### src/rtl/id_ex_if.sv
// ID->EX pipeline bus: decoded fields from id, registered copies to ex,
// plus the ex-side control inputs and the load-use stall back to the front end.
interface id_ex_if;
  logic [31:0] inst_i;
  logic [31:0] inst_addr_i;
  logic [4:0]  reg1_r_addr_i;
  logic [4:0]  reg2_r_addr_i;
  logic [31:0] reg1_r_data_i;
  logic [31:0] reg2_r_data_i;
  logic        reg_w_ena_i;
  logic [4:0]  reg_w_addr_i;
  logic        mem_w_ena_i;
  logic        mem_r_ena_i;
  logic        ex_jump_ena_i;
  logic        hold_i;

  logic [31:0] inst_o;
  logic [31:0] inst_addr_o;
  logic [4:0]  reg1_r_addr_o;
  logic [4:0]  reg2_r_addr_o;
  logic [31:0] reg1_r_data_o;
  logic [31:0] reg2_r_data_o;
  logic        reg_w_ena_o;
  logic [4:0]  reg_w_addr_o;
  logic        mem_w_ena_o;
  logic        mem_r_ena_o;
  logic        load_use_stall_o;

  modport master (
    output inst_i, inst_addr_i, reg1_r_addr_i, reg2_r_addr_i,
           reg1_r_data_i, reg2_r_data_i, reg_w_ena_i, reg_w_addr_i,
           mem_w_ena_i, mem_r_ena_i, ex_jump_ena_i, hold_i,
    input  inst_o, inst_addr_o, reg1_r_addr_o, reg2_r_addr_o,
           reg1_r_data_o, reg2_r_data_o, reg_w_ena_o, reg_w_addr_o,
           mem_w_ena_o, mem_r_ena_o, load_use_stall_o
  );

  modport slave (
    input  inst_i, inst_addr_i, reg1_r_addr_i, reg2_r_addr_i,
           reg1_r_data_i, reg2_r_data_i, reg_w_ena_i, reg_w_addr_i,
           mem_w_ena_i, mem_r_ena_i, ex_jump_ena_i, hold_i,
    output inst_o, inst_addr_o, reg1_r_addr_o, reg2_r_addr_o,
           reg1_r_data_o, reg2_r_data_o, reg_w_ena_o, reg_w_addr_o,
           mem_w_ena_o, mem_r_ena_o, load_use_stall_o
  );
endinterface

### src/rtl/id_ex.sv
// ID/EX pipeline register with flush > hold > bubble > load priority.
// Load-use hazard detection and bubble insertion are built only with ID_EX_LOAD_USE_EN.
module id_ex (
  input  logic   clk,
  input  logic   rst_n,
  id_ex_if.slave bus
);

  localparam logic [31:0] NOP = 32'h0000_0013;

  typedef struct packed {
    logic [31:0] inst;
    logic [31:0] inst_addr;
    logic [4:0]  reg1_r_addr;
    logic [4:0]  reg2_r_addr;
    logic [31:0] reg1_r_data;
    logic [31:0] reg2_r_data;
    logic        reg_w_ena;
    logic [4:0]  reg_w_addr;
    logic        mem_w_ena;
    logic        mem_r_ena;
  } pipe_t;

  localparam pipe_t BUBBLE = pipe_t'{NOP, 32'h0, 5'd0, 5'd0, 32'h0, 32'h0,
                                     1'b0, 5'd0, 1'b0, 1'b0};

  typedef enum logic [1:0] {
    ACT_LOAD,
    ACT_HOLD,
    ACT_BUBBLE,
    ACT_FLUSH
  } action_e;

  pipe_t   pipe_q;
  pipe_t   pipe_d;
  pipe_t   in_w;
  action_e act;
  logic    stall;

  always_comb begin
    in_w = pipe_t'{bus.inst_i, bus.inst_addr_i, bus.reg1_r_addr_i, bus.reg2_r_addr_i,
                   bus.reg1_r_data_i, bus.reg2_r_data_i, bus.reg_w_ena_i,
                   bus.reg_w_addr_i, bus.mem_w_ena_i, bus.mem_r_ena_i};
  end

`ifdef ID_EX_LOAD_USE_EN
  logic hazard;

  // A load in ex whose rd (never x0) is a source of the instruction in id.
  always_comb begin
    hazard = pipe_q.mem_r_ena && pipe_q.reg_w_ena && (pipe_q.reg_w_addr != '0) &&
             ((bus.reg1_r_addr_i == pipe_q.reg_w_addr) ||
              (bus.reg2_r_addr_i == pipe_q.reg_w_addr));
    stall  = hazard && !bus.ex_jump_ena_i && !bus.hold_i;
  end
`else
  always_comb begin
    stall = 1'b0;
  end
`endif

  always_comb begin
    act = ACT_LOAD;
    if (bus.ex_jump_ena_i)  act = ACT_FLUSH;
    else if (bus.hold_i)    act = ACT_HOLD;
    else if (stall)         act = ACT_BUBBLE;
  end

  always_comb begin
    pipe_d = pipe_q;
    case (act)
      ACT_FLUSH, ACT_BUBBLE: pipe_d = BUBBLE;
      ACT_HOLD:              pipe_d = pipe_q;
      default:               pipe_d = in_w;
    endcase
  end

  always_ff @(posedge clk or negedge rst_n) begin
    if (!rst_n) pipe_q <= BUBBLE;
    else        pipe_q <= pipe_d;
  end

  assign bus.inst_o           = pipe_q.inst;
  assign bus.inst_addr_o      = pipe_q.inst_addr;
  assign bus.reg1_r_addr_o    = pipe_q.reg1_r_addr;
  assign bus.reg2_r_addr_o    = pipe_q.reg2_r_addr;
  assign bus.reg1_r_data_o    = pipe_q.reg1_r_data;
  assign bus.reg2_r_data_o    = pipe_q.reg2_r_data;
  assign bus.reg_w_ena_o      = pipe_q.reg_w_ena;
  assign bus.reg_w_addr_o     = pipe_q.reg_w_addr;
  assign bus.mem_w_ena_o      = pipe_q.mem_w_ena;
  assign bus.mem_r_ena_o      = pipe_q.mem_r_ena;
  assign bus.load_use_stall_o = stall;

endmodule
### src/flat_wrapper.sv
// flat-port wrapper written by rule: the top's interface ports become plain ports
module id_ex_flat 
  (clk, rst_n, bus_inst_i, bus_inst_addr_i, bus_reg1_r_addr_i, bus_reg2_r_addr_i, bus_reg1_r_data_i, bus_reg2_r_data_i, bus_reg_w_ena_i, bus_reg_w_addr_i, bus_mem_w_ena_i, bus_mem_r_ena_i, bus_ex_jump_ena_i, bus_hold_i, bus_inst_o, bus_inst_addr_o, bus_reg1_r_addr_o, bus_reg2_r_addr_o, bus_reg1_r_data_o, bus_reg2_r_data_o, bus_reg_w_ena_o, bus_reg_w_addr_o, bus_mem_w_ena_o, bus_mem_r_ena_o, bus_load_use_stall_o);
  id_ex_if bus_i ();
  input  logic clk;
  input  logic rst_n;
  input wire logic [$bits(bus_i.inst_i)-1:0] bus_inst_i;
  input wire logic [$bits(bus_i.inst_addr_i)-1:0] bus_inst_addr_i;
  input wire logic [$bits(bus_i.reg1_r_addr_i)-1:0] bus_reg1_r_addr_i;
  input wire logic [$bits(bus_i.reg2_r_addr_i)-1:0] bus_reg2_r_addr_i;
  input wire logic [$bits(bus_i.reg1_r_data_i)-1:0] bus_reg1_r_data_i;
  input wire logic [$bits(bus_i.reg2_r_data_i)-1:0] bus_reg2_r_data_i;
  input wire logic [$bits(bus_i.reg_w_ena_i)-1:0] bus_reg_w_ena_i;
  input wire logic [$bits(bus_i.reg_w_addr_i)-1:0] bus_reg_w_addr_i;
  input wire logic [$bits(bus_i.mem_w_ena_i)-1:0] bus_mem_w_ena_i;
  input wire logic [$bits(bus_i.mem_r_ena_i)-1:0] bus_mem_r_ena_i;
  input wire logic [$bits(bus_i.ex_jump_ena_i)-1:0] bus_ex_jump_ena_i;
  input wire logic [$bits(bus_i.hold_i)-1:0] bus_hold_i;
  output wire logic [$bits(bus_i.inst_o)-1:0] bus_inst_o;
  output wire logic [$bits(bus_i.inst_addr_o)-1:0] bus_inst_addr_o;
  output wire logic [$bits(bus_i.reg1_r_addr_o)-1:0] bus_reg1_r_addr_o;
  output wire logic [$bits(bus_i.reg2_r_addr_o)-1:0] bus_reg2_r_addr_o;
  output wire logic [$bits(bus_i.reg1_r_data_o)-1:0] bus_reg1_r_data_o;
  output wire logic [$bits(bus_i.reg2_r_data_o)-1:0] bus_reg2_r_data_o;
  output wire logic [$bits(bus_i.reg_w_ena_o)-1:0] bus_reg_w_ena_o;
  output wire logic [$bits(bus_i.reg_w_addr_o)-1:0] bus_reg_w_addr_o;
  output wire logic [$bits(bus_i.mem_w_ena_o)-1:0] bus_mem_w_ena_o;
  output wire logic [$bits(bus_i.mem_r_ena_o)-1:0] bus_mem_r_ena_o;
  output wire logic [$bits(bus_i.load_use_stall_o)-1:0] bus_load_use_stall_o;
  assign bus_i.inst_i = bus_inst_i;
  assign bus_i.inst_addr_i = bus_inst_addr_i;
  assign bus_i.reg1_r_addr_i = bus_reg1_r_addr_i;
  assign bus_i.reg2_r_addr_i = bus_reg2_r_addr_i;
  assign bus_i.reg1_r_data_i = bus_reg1_r_data_i;
  assign bus_i.reg2_r_data_i = bus_reg2_r_data_i;
  assign bus_i.reg_w_ena_i = bus_reg_w_ena_i;
  assign bus_i.reg_w_addr_i = bus_reg_w_addr_i;
  assign bus_i.mem_w_ena_i = bus_mem_w_ena_i;
  assign bus_i.mem_r_ena_i = bus_mem_r_ena_i;
  assign bus_i.ex_jump_ena_i = bus_ex_jump_ena_i;
  assign bus_i.hold_i = bus_hold_i;
  assign bus_inst_o = bus_i.inst_o;
  assign bus_inst_addr_o = bus_i.inst_addr_o;
  assign bus_reg1_r_addr_o = bus_i.reg1_r_addr_o;
  assign bus_reg2_r_addr_o = bus_i.reg2_r_addr_o;
  assign bus_reg1_r_data_o = bus_i.reg1_r_data_o;
  assign bus_reg2_r_data_o = bus_i.reg2_r_data_o;
  assign bus_reg_w_ena_o = bus_i.reg_w_ena_o;
  assign bus_reg_w_addr_o = bus_i.reg_w_addr_o;
  assign bus_mem_w_ena_o = bus_i.mem_w_ena_o;
  assign bus_mem_r_ena_o = bus_i.mem_r_ena_o;
  assign bus_load_use_stall_o = bus_i.load_use_stall_o;
  id_ex u_core (.clk(clk), .rst_n(rst_n), .bus(bus_i));
endmodule
### config.mk
export PLATFORM = sky130hd
export DESIGN_NAME = id_ex_flat
export DESIGN_NICKNAME = d
export VERILOG_FILES = /design/src/rtl/id_ex_if.sv /design/src/rtl/id_ex.sv /design/src/flat_wrapper.sv
export SDC_FILE = /design/constraint.sdc
export NUM_CORES = 1
export LEC_CHECK = 0
export BUFFER_PORTS_ARGS = -buffer_cell sky130_fd_sc_hd__buf_2
export CAP_MARGIN = 10
export CORE_MARGIN = 4
export CORE_UTILIZATION = 46
export DETAILED_ROUTE_END_ITERATION = 12
export HOLD_SLACK_MARGIN = 0.12
export PLACE_DENSITY = 0.8
export SETUP_SLACK_MARGIN = 0.1
export SYNTH_ARGS = -nofsm -noshare
export SYNTH_HDL_FRONTEND = slang
export SYNTH_SLANG_ARGS = --single-unit
### constraint.sdc
create_clock -name clk -period 0.9 [get_ports clk]
set_input_delay 0.225 -clock clk [delete_from_list [all_inputs] [get_ports clk]]
set_output_delay 0.225 -clock clk [all_outputs]
set_load 0.005 [all_outputs]
==> flow_summary.json <==
{
  "setup.worst_path.start": "u_core.bus.inst_o[29]",
  "fin_crit_sh_pct": 152,
  "cts_buffers": 17,
  "wirelength_um": 28100,
  "r2r_slack_ns": -0.47,
  "ys_seq_elements": 146,
  "cts_num_sinks": 146,
  "maxCapViolCount": 0,
  "hold_path_class": "in2reg",
  "power.total_mw": 18.3,
  "final.min_clock_period_ns": 1.37,
  "fill_cells": 532,
  "io_buffers": 295,
  "avgSynthCellArea_um2": 12.7,
  "final_cell_mix": "buf_2 (285), dfrtp_1 (141), nor2_1 (136)",
  "seqCellArea_um2": 3660,
  "yosysSeqAreaShare_pct": 60.9,
  "clk_pin_slew_ns": 0.06,
  "drc": 0,
  "setup_viol": 167,
  "track_usage_pct": 30.4,
  "die-height_um": 122,
  "tightest_slew_ns": 0.654,
  "vdd_drop_max_uv": 1020,
  "finalWorstSetupSlack_ns": -0.466,
  "drtIter0Drc": 624,
  "cts_root_buffer": "clkbuf_16",
  "layout_commonest_cell": "buf_2",
  "core_um2": 12700,
  "synth_area_um2": 6010,
  "whs_endpoint": "u_core.bus.reg1_r_data_o[26]",
  "status": "finished, violations left",
  "crit_path_end_kind": "register",
  "area_growth_pct": 83.2,
  "cts_max_level": 4,
  "setup.worst_path.class": "reg2reg",
  "routed_via_density": 5.34,
  "rows": 41,
  "wl_per_cell_um": 23.3,
  "ant_nets": 0,
  "path_max_fanout": 2,
  "dpl.hpwl_um": 12600,
  "initial_core_util_pct": 47.2,
  "required_ns": 1.16,
  "slew_headroom_pct": 55.2,
  "ys_types": 13,
  "grt_pass1_vias": 6476,
  "grt_start_max_net_pins": 66,
  "ioPinCount": 297,
  "num_vias": 6426,
  "cp.arrival_ns": 1.63,
  "hold_path_startpoint": "bus_reg1_r_data_i[26]",
  "drive_gt1_share_pct": 46.9,
  "multiInputGateArea_um2": 2200,
  "ff2ff_path_depth": 2,
  "max-clock-path-buffers": 2,
  "dieArea_um2": 15000,
  "insertion_delay_ns": 0.43,
  "final_hold_viol_count": 0,
  "syn-instance-count": 473,
  "grt_overflow_total": 0,
  "drv_slew": 0,
  "setup_tns_ns": -43.47,
  "die_w_um": 122,
  "max_freq_mhz": 732,
  "rsz0062_at_grt": "yes",
  "p_leak_nw": 6.27,
  "reg2reg_to": "u_core.bus.inst_o[29]",
  "synth_fp_nets": 623,
  "cts_tree": "yes",
  "globalplace.congestion": 0.868,
  "grt_pass1_wl_um": 34400,
  "finalClockSkew_ns": 0,
  "fin_nets": 1163,
  "r2r-start": "u_core.bus.inst_o[29]",
  "yosys_warnings": 0,
  "antenna_found_initial": 2,
  "dr.pass1.iters": 5,
  "power_density_nw_per_um2": 1660,
  "crit_path_start_kind": "register",
  "worstHoldPathCells": 3,
  "violations": "setup timing"
}
power by group:
group | internal [mW] | leakage [nW] | switching (mW)
combinational | 1.89 | 4.04 | 1.52
sequential | 6.95 | 1.93 | 0.283
clock | 4.86 | 0.308 | 2.81
cell families (layout without fill, tap and decap cells):
| group | after synthesis | in the layout | share of synthesized area (%) |
|---|---|---|---|
| other | 1 | 7 | 0.0624 |
| multiplexers | 143 | 143 | 23.8 |
| flip-flops | 146 | 146 | 60.9 |
| AND/OR/NAND/NOR | 146 | 146 | 9.37 |
| buffers and inverters | 34 | 587 | 5.44 |
| AO/OA/AOI/OAI | 3 | 3 | 0.437 |
layer usage:
layer	global-route usage (%)	vias to the layer above	share of wire, %
met3	6.77	178	9.8
met1	31.1	3127	31
li1	-	2649	-
met2	55.4	472	50
met4	19.6	0	8.9
met5	0	-	0
through the flow:
step           std cells  utilization, %  hold slack, ns  worst slack [ns]  area [um^2]
6_report            1204            86.5           0.104            -0.466        11000
5_1_grt             1200            86.5           0.113            -0.521        11000
4_1_cts             1158            80.6          0.0916            -0.410        10300
3_5_place_dp         946            62.1           0.113            -0.225         7900
2_1_floorplan        473               -         -0.0706           -0.0591         6020
3_3_place_gp         946            62.1           0.108            -0.146         7900
Yosys cell counts, drive strengths merged:
cell type	n	area [um^2]
a211o	3	26.3
and2b	3	26.3
buf	20	274
clkbuf	14	52.6
conb	1	3.75
dfrtp	143	3580
dfstp	3	78.8
mux2i	143	1430
nor2	143	537
repair_timing:
action,4_1_cts,5_1_grt
setup endpoints to repair,147,243
pin swaps,28,87
resized for setup,6,115
setup buffers,41,58
cloned,0,0
hold endpoints to repair,287,1
hold buffers,139,1
state kept, by name, summed over array words and instances (netlist names):
name                      cells
u_core.bus.inst_addr_o       32
u_core.bus.inst_o            32
u_core.bus.reg1_r_data_o     32
u_core.bus.reg2_r_data_o     32
u_core.bus.reg1_r_addr_o      5
u_core.bus.reg2_r_addr_o      5
u_core.bus.reg_w_addr_o       5
u_core.bus.mem_r_ena_o        1
u_core.bus.mem_w_ena_o        1
u_core.bus.reg_w_ena_o        1
worst max-delay path, cell delays in order, from the launching register on:
cell and delay, ns:
dfrtp_1 0.43, mux2i_1 0.55, nor2_1 0.22
final cells by class:
cell class / instances / share of cell area (%)
clock inverter: 9 / 1.38
sequential: 146 / 33.2
timing repair buffer: 555 / 38.9
multi-input combinational: 293 / 20.0
tap: 172 / 1.95
antenna: 6 / 0.136
clock buffer: 23 / 4.34
worst max path at each step:
stage / cells after the start / to / slack, ns
floorplan: 5 / u_core.bus.inst_addr_o[0] / -0.06
global placement: 5 / u_core.bus.reg1_r_data_o[20] / -0.15
detailed placement: 5 / u_core.bus.inst_o[19] / -0.22
CTS: 1 / bus_inst_o[0] / -0.41
global route: 2 / u_core.bus.inst_o[29] / -0.52
finish: 2 / u_core.bus.inst_o[29] / -0.47
Power figures use the tool's default switching activity.
